`src/rtl/top_result_accumulator_if.sv`:
```
// Handshake bundle for top_result_accumulator: top start, result-word stream and aggregated record.
// The outOverflow signal exists only when TOP_ACC_OVERFLOW_DETECT_EN is defined.
interface top_result_accumulator_if #(
    parameter int SUM_WIDTH    = 64,
    parameter int PCOEFF_WIDTH = 32,
    parameter int COUNT_WIDTH  = 32
);
    logic                    startTop;
    logic [COUNT_WIDTH-1:0]  expectedCount;
    logic                    topReady;
    logic                    inValid;
    logic                    inReady;
    logic [63:0]             inData;
    logic                    outValid;
    logic                    outReady;
    logic [SUM_WIDTH-1:0]    outSum;
    logic [PCOEFF_WIDTH-1:0] outPcoeff;
    logic [COUNT_WIDTH-1:0]  outCount;
`ifdef TOP_ACC_OVERFLOW_DETECT_EN
    logic                    outOverflow;
`endif

    modport slave (
        input  startTop, expectedCount, inValid, inData, outReady,
        output topReady, inReady, outValid, outSum, outPcoeff, outCount
`ifdef TOP_ACC_OVERFLOW_DETECT_EN
        , output outOverflow
`endif
    );

    modport master (
        output startTop, expectedCount, inValid, inData, outReady,
        input  topReady, inReady, outValid, outSum, outPcoeff, outCount
`ifdef TOP_ACC_OVERFLOW_DETECT_EN
        , input outOverflow
`endif
    );
endinterface

```
`src/rtl/top_result_accumulator.sv`:
```
// Sums one top's result words ({pcoeffCount[15:0], summedData[47:0]}) into a single record.
// Define TOP_ACC_OVERFLOW_DETECT_EN to add the sticky outOverflow flag.
module top_result_accumulator #(
    parameter int SUM_WIDTH    = 64,
    parameter int PCOEFF_WIDTH = 32,
    parameter int COUNT_WIDTH  = 32
) (
    input  logic clock,
    input  logic resetn,
    top_result_accumulator_if.slave bus
);
    localparam logic [1:0] S_IDLE  = 2'd0;
    localparam logic [1:0] S_ACCUM = 2'd1;
    localparam logic [1:0] S_EMIT  = 2'd2;

    logic [1:0]              r_state;
    logic [SUM_WIDTH-1:0]    r_sum;
    logic [PCOEFF_WIDTH-1:0] r_pcoeff;
    logic [COUNT_WIDTH-1:0]  r_expected;
    logic [COUNT_WIDTH-1:0]  r_received;

    logic                    w_wordAccept;
    logic                    w_lastWord;
    logic [SUM_WIDTH-1:0]    w_sumAdd;
    logic [PCOEFF_WIDTH-1:0] w_pcoeffAdd;
    logic [SUM_WIDTH-1:0]    w_sumNext;
    logic [PCOEFF_WIDTH-1:0] w_pcoeffNext;

    assign w_wordAccept = (r_state == S_ACCUM) && bus.inValid;
    assign w_lastWord   = w_wordAccept && ((r_received + COUNT_WIDTH'(1)) == r_expected);
    assign w_sumAdd     = SUM_WIDTH'(bus.inData[47:0]);
    assign w_pcoeffAdd  = PCOEFF_WIDTH'(bus.inData[63:48]);

`ifdef TOP_ACC_OVERFLOW_DETECT_EN
    logic w_sumCarry;
    logic w_pcoeffCarry;
    logic r_overflow;

    assign {w_sumCarry, w_sumNext}       = {1'b0, r_sum} + {1'b0, w_sumAdd};
    assign {w_pcoeffCarry, w_pcoeffNext} = {1'b0, r_pcoeff} + {1'b0, w_pcoeffAdd};

    // Sticky across the whole top; only a newly accepted top clears it.
    always_ff @(posedge clock or negedge resetn) begin
        if (!resetn) begin
            r_overflow <= 1'b0;
        end else if ((r_state == S_IDLE) && bus.startTop) begin
            r_overflow <= 1'b0;
        end else if (w_wordAccept && (w_sumCarry || w_pcoeffCarry)) begin
            r_overflow <= 1'b1;
        end
    end

    assign bus.outOverflow = r_overflow;
`else
    assign w_sumNext    = r_sum + w_sumAdd;
    assign w_pcoeffNext = r_pcoeff + w_pcoeffAdd;
`endif

    always_ff @(posedge clock or negedge resetn) begin
        if (!resetn) begin
            r_state    <= S_IDLE;
            r_sum      <= '0;
            r_pcoeff   <= '0;
            r_expected <= '0;
            r_received <= '0;
        end else begin
            case (r_state)
                S_IDLE: begin
                    if (bus.startTop) begin
                        r_expected <= bus.expectedCount;
                        r_sum      <= '0;
                        r_pcoeff   <= '0;
                        r_received <= '0;
                        r_state    <= (bus.expectedCount == '0) ? S_EMIT : S_ACCUM;
                    end
                end
                S_ACCUM: begin
                    if (w_wordAccept) begin
                        r_sum      <= w_sumNext;
                        r_pcoeff   <= w_pcoeffNext;
                        r_received <= r_received + COUNT_WIDTH'(1);
                        if (w_lastWord) begin
                            r_state <= S_EMIT;
                        end
                    end
                end
                S_EMIT: begin
                    if (bus.outReady) begin
                        r_state <= S_IDLE;
                    end
                end
                default: r_state <= S_IDLE;
            endcase
        end
    end

    // Handshake outputs decode from state alone; the record is the live accumulator.
    assign bus.topReady  = (r_state == S_IDLE);
    assign bus.inReady   = (r_state == S_ACCUM);
    assign bus.outValid  = (r_state == S_EMIT);
    assign bus.outSum    = r_sum;
    assign bus.outPcoeff = r_pcoeff;
    assign bus.outCount  = r_received;
endmodule

```
`src/flat_wrapper.sv`:
```
// flat-port wrapper written by rule: the top's interface ports become plain ports
module top_result_accumulator_flat 
#(
    parameter int SUM_WIDTH    = 64,
    parameter int PCOEFF_WIDTH = 32,
    parameter int COUNT_WIDTH  = 32
)
  (clock, resetn, bus_startTop, bus_expectedCount, bus_inValid, bus_inData, bus_outReady, bus_topReady, bus_inReady, bus_outValid, bus_outSum, bus_outPcoeff, bus_outCount);
  top_result_accumulator_if #(.SUM_WIDTH(SUM_WIDTH), .PCOEFF_WIDTH(PCOEFF_WIDTH), .COUNT_WIDTH(COUNT_WIDTH)) bus_i ();
  input  logic clock;
  input  logic resetn;
  input wire logic [$bits(bus_i.startTop)-1:0] bus_startTop;
  input wire logic [$bits(bus_i.expectedCount)-1:0] bus_expectedCount;
  input wire logic [$bits(bus_i.inValid)-1:0] bus_inValid;
  input wire logic [$bits(bus_i.inData)-1:0] bus_inData;
  input wire logic [$bits(bus_i.outReady)-1:0] bus_outReady;
  output wire logic [$bits(bus_i.topReady)-1:0] bus_topReady;
  output wire logic [$bits(bus_i.inReady)-1:0] bus_inReady;
  output wire logic [$bits(bus_i.outValid)-1:0] bus_outValid;
  output wire logic [$bits(bus_i.outSum)-1:0] bus_outSum;
  output wire logic [$bits(bus_i.outPcoeff)-1:0] bus_outPcoeff;
  output wire logic [$bits(bus_i.outCount)-1:0] bus_outCount;
  assign bus_i.startTop = bus_startTop;
  assign bus_i.expectedCount = bus_expectedCount;
  assign bus_i.inValid = bus_inValid;
  assign bus_i.inData = bus_inData;
  assign bus_i.outReady = bus_outReady;
  assign bus_topReady = bus_i.topReady;
  assign bus_inReady = bus_i.inReady;
  assign bus_outValid = bus_i.outValid;
  assign bus_outSum = bus_i.outSum;
  assign bus_outPcoeff = bus_i.outPcoeff;
  assign bus_outCount = bus_i.outCount;
  top_result_accumulator #(.SUM_WIDTH(SUM_WIDTH), .PCOEFF_WIDTH(PCOEFF_WIDTH), .COUNT_WIDTH(COUNT_WIDTH)) u_core (.clock(clock), .resetn(resetn), .bus(bus_i));
endmodule
```
`config.mk`:
```
export PLATFORM = sky130hd
export DESIGN_NAME = top_result_accumulator_flat
export DESIGN_NICKNAME = d
export VERILOG_FILES = /design/src/rtl/top_result_accumulator_if.sv /design/src/rtl/top_result_accumulator.sv /design/src/flat_wrapper.sv
export SDC_FILE = /design/constraint.sdc
export NUM_CORES = 1
export LEC_CHECK = 0
export BUFFER_PORTS_ARGS = -buffer_cell sky130_fd_sc_hd__buf_2
export CORE_MARGIN = 2
export CORE_UTILIZATION = 30
export DETAILED_ROUTE_END_ITERATION = 16
export GPL_TIMING_DRIVEN = 0
export HOLD_SLACK_MARGIN = 0.03
export MAX_ROUTING_LAYER = met4
export PLACE_DENSITY = 0.52
export RECOVER_POWER = 100
export SLEW_MARGIN = 20
export SYNTH_ARGS = -nofsm -noshare
export SYNTH_HDL_FRONTEND = slang
export SYNTH_SLANG_ARGS = --single-unit
```
`constraint.sdc`:
```
create_clock -name clock -period 2.9 [get_ports clock]
set_clock_uncertainty 0.1 [all_clocks]
set_input_delay 0.435 -clock clock [delete_from_list [all_inputs] [get_ports clock]]
set_output_delay 0.435 -clock clock [all_outputs]
set_load 0.03 [all_outputs]
```
==> flow_summary.yaml <==
grt:
  grt.overflow.total: 0
  antenna_found_initial: 0
  gr-usage-all-layers: 0.217
  grt_pass1_vias: 11200
  grt_pass1_wl_um: 63400
  grt_max_degree: 75
logic_synthesis:
  syn_nets: 1517
  synthFlopType: "dfrtp_1"
  syn_inst: 1349
  ys_async_sr_fraction: 1.00
  avgSynthCellArea_um2: 8.35
  synth_edf_count: 0
  ys_seq_elements: 162
  syn_area_um2: 11300
  ys_seq_area_frac: 0.360
  synth_warnings: 0
  ys_types: 75
timing:
  report.final.slew_viol_count: 0
  post-route-period-util: 1.04
  finalHoldViolCount: 0
  setup_ws_ns: -0.107
  relSlewSlack: 0.162
  fin_crit_ns: 3.01
  tightest_slew_ns: 1.26
  setup_violations: 10
  fmax_mhz: 333
  rsz0062_at_grt: "true"
place:
  dp_hpwl_um: 30800
  gp_congestion: 0.897
  placement.cell_area_um2: 13300
  placed_cells: 2050
  numPortBuffers: 231
final_layout:
  drive_gt1_frac: 0.280
  final_cell_mix: "224 x nand2_1, 167 x buf_2, 141 x dfrtp_1"
  stdcell_area_um2: 15300
  fin_cells: 2144
  diodes: 0
  nNetsFinal: 1831
  fillCellCount: 3773
  layout_commonest_cell: "nand2_1"
  area_growth_pct: 35.6
critical_path:
  path_cells: "ha_4, fa_2, a211oi_2, o21a_1, or3b_4, nand2_4, a41oi_4, o211ai_1, a221o_1, xnor2_1, o21ai_1"
  critical_path_class: "reg2reg"
  path_max_fanout: 3
  worstPathRequired_ns: 3.10
  setup.worst_path.start_class: "flop"
  critPathMaxStageDelay_ns: 0.44
  crit_slowest_cell: "a221o_1"
  crit_buf_inv: 0
  crit_family: "compound AO/OA/AOI/OAI gates"
  critPathCaptureType: "flop"
  cp.arrival_ns: 3.21
power:
  p_leak_nw: 6.82
  power.density_nw_per_um2: 1060
  peakVddDrop_mv: 0.434
  power_mw: 16.1
die:
  die_area_um2: 39100
  ios: 232
  die_h_um: 198
  core_area_um2: 36800
  placementRows: 70
  dieWidth_um: 198
  start_util: 0.306
status:
  violations: "negative setup slack"
  outcome: "finished, violations left"
detailed_routing:
  wl_per_cell_um: 19.3
  vias: 11300
  dr.pass1.iters: 5
  drc: 0
  vias_per_cell: 5.29
  wl_um: 41400
  ant_nets: 0
  drtIter0Drc: 646
clock_network:
  cts_root_buffer: "clkbuf_16"
  path_clk_slew_ns: 0.07
  cts_buffer_depth: 2
  clk_latency_ns: 0.45
  clock_sinks: 162
  cts_buffers: 17
  htreeDepth: 4
  cts_tree: "done"
flow_run:
  cap_viol_max_count: 0
min_path:
  min_path_type: "in2reg"
[tightest hold or removal path: stages]
cell and delay [ns]:
buf_2 0.09, nand2_1 0.04, nand2_1 0.05
[cells in the mapped netlist, types with 12 or more instances]
cell	instances	area, um^2
a21o_1	44	330
a21oi_1	95	475
and3_1	24	150
clkbuf_1	48	180
dfrtp_1	162	4050
ha_1	65	813
inv_1	20	75.1
nand2_1	230	863
nand3_1	38	190
nand4_1	28	175
nor2_1	82	308
nor3_1	15	75.1
nor4_1	15	93.8
o21a_1	12	90.1
o21ai_0	133	666
o21bai_1	14	105
o31ai_1	22	165
or3_1	19	119
xnor2_1	66	578
xor2_1	49	429
[metal layers]
metal | GRT usage | wire length, um
met3 | 0.0342 | 1770
met1 | 0.280 | 19400
met2 | 0.351 | 19400
met4 | 0.0615 | 888
met5 | - | 0
[through the flow]
step / TNS (ns) / util / worst slack, ns / hold slack (ns)
after floorplan: -0.248 / - / -0.0664 / 0.0394
after global placement: -325.60 / 0.359 / -1.93 / 0.382
after detailed placement: -70.58 / 0.361 / -0.955 / 0.259
after CTS: -2.07 / 0.403 / -0.214 / 0.0711
after global routing: -3.13 / 0.415 / -0.203 / 0.0797
final: -0.663 / 0.415 / -0.107 / 0.102
[path summary, 6_finish.rpt]
check	to	from	slack [ns]	cells after the start
setup / recovery	u_core.bus.outSum[40]$_DFFE_PN0P_	u_core.bus.outSum[0]$_DFFE_PN0P_	-0.11	11
hold / removal	u_core.r_expected[4]$_DFFE_PN0P_	bus_expectedCount[4]	0.10	3
setup reg to reg	u_core.bus.outSum[40]$_DFFE_PN0P_	u_core.bus.outSum[0]$_DFFE_PN0P_	-0.11	11
hold reg to reg	u_core.r_expected[7]$_DFFE_PN0P_	u_core.r_expected[7]$_DFFE_PN0P_	0.40	2
max in group asynchronous	u_core.bus.outPcoeff[30]$_DFFE_PN0P_	resetn	0.55	3
min in group asynchronous	u_core.bus.outSum[20]$_DFFE_PN0P_	resetn	0.67	2
[timing repair]
item	CTS	global route
resized for setup	125	99
hold buffers	1	0
setup endpoints to repair	130	66
cloned	2	0
pin swaps	64	65
hold endpoints to repair	39	0
buffers inserted	59	26
[registers in the layout, indices dropped and copies added, names as in the netlist]
signal,flops
u_core.bus.outSum,64
u_core.bus.outCount,32
u_core.bus.outPcoeff,32
u_core.r_expected,32
u_core.r_state,2
[area by class of cell]
class | count | area, um^2 | share of cell area
multi-input combinational | 1104 | 7930 | 0.519
timing repair buffer | 319 | 1800 | 0.118
sequential | 162 | 4080 | 0.267
buffer | 38 | 189 | 0.0124
tap | 468 | 586 | 0.0383
clock buffer | 20 | 447 | 0.0292
clock inverter | 12 | 158 | 0.0103
inverter | 21 | 78.8 | 0.00516
[where the power goes]
| group | internal, mW | switching, mW | leakage, nW |
|---|---|---|---|
| sequential | 3.02 | 0.825 | 2.07 |
| combinational | 4.13 | 5.74 | 4.46 |
| clock | 1.38 | 1.04 | 0.287 |
[kinds of logic (layout without fill, tap and decap cells)]
| kind of cell | Yosys count | after routing | synth area share |
|---|---|---|---|
| AO/OA/AOI/OAI | 413 | 413 | 0.228 |
| adder cells (fa/ha/maj) | 67 | 67 | 0.0757 |
| AND/OR/NAND/NOR | 504 | 505 | 0.213 |
| buffers and inverters | 84 | 410 | 0.0309 |
| XOR/XNOR | 115 | 115 | 0.0894 |
| multiplexers | 4 | 4 | 0.00366 |
| flip-flops | 162 | 162 | 0.360 |
Note: power is estimated with default switching activity, not from simulation.
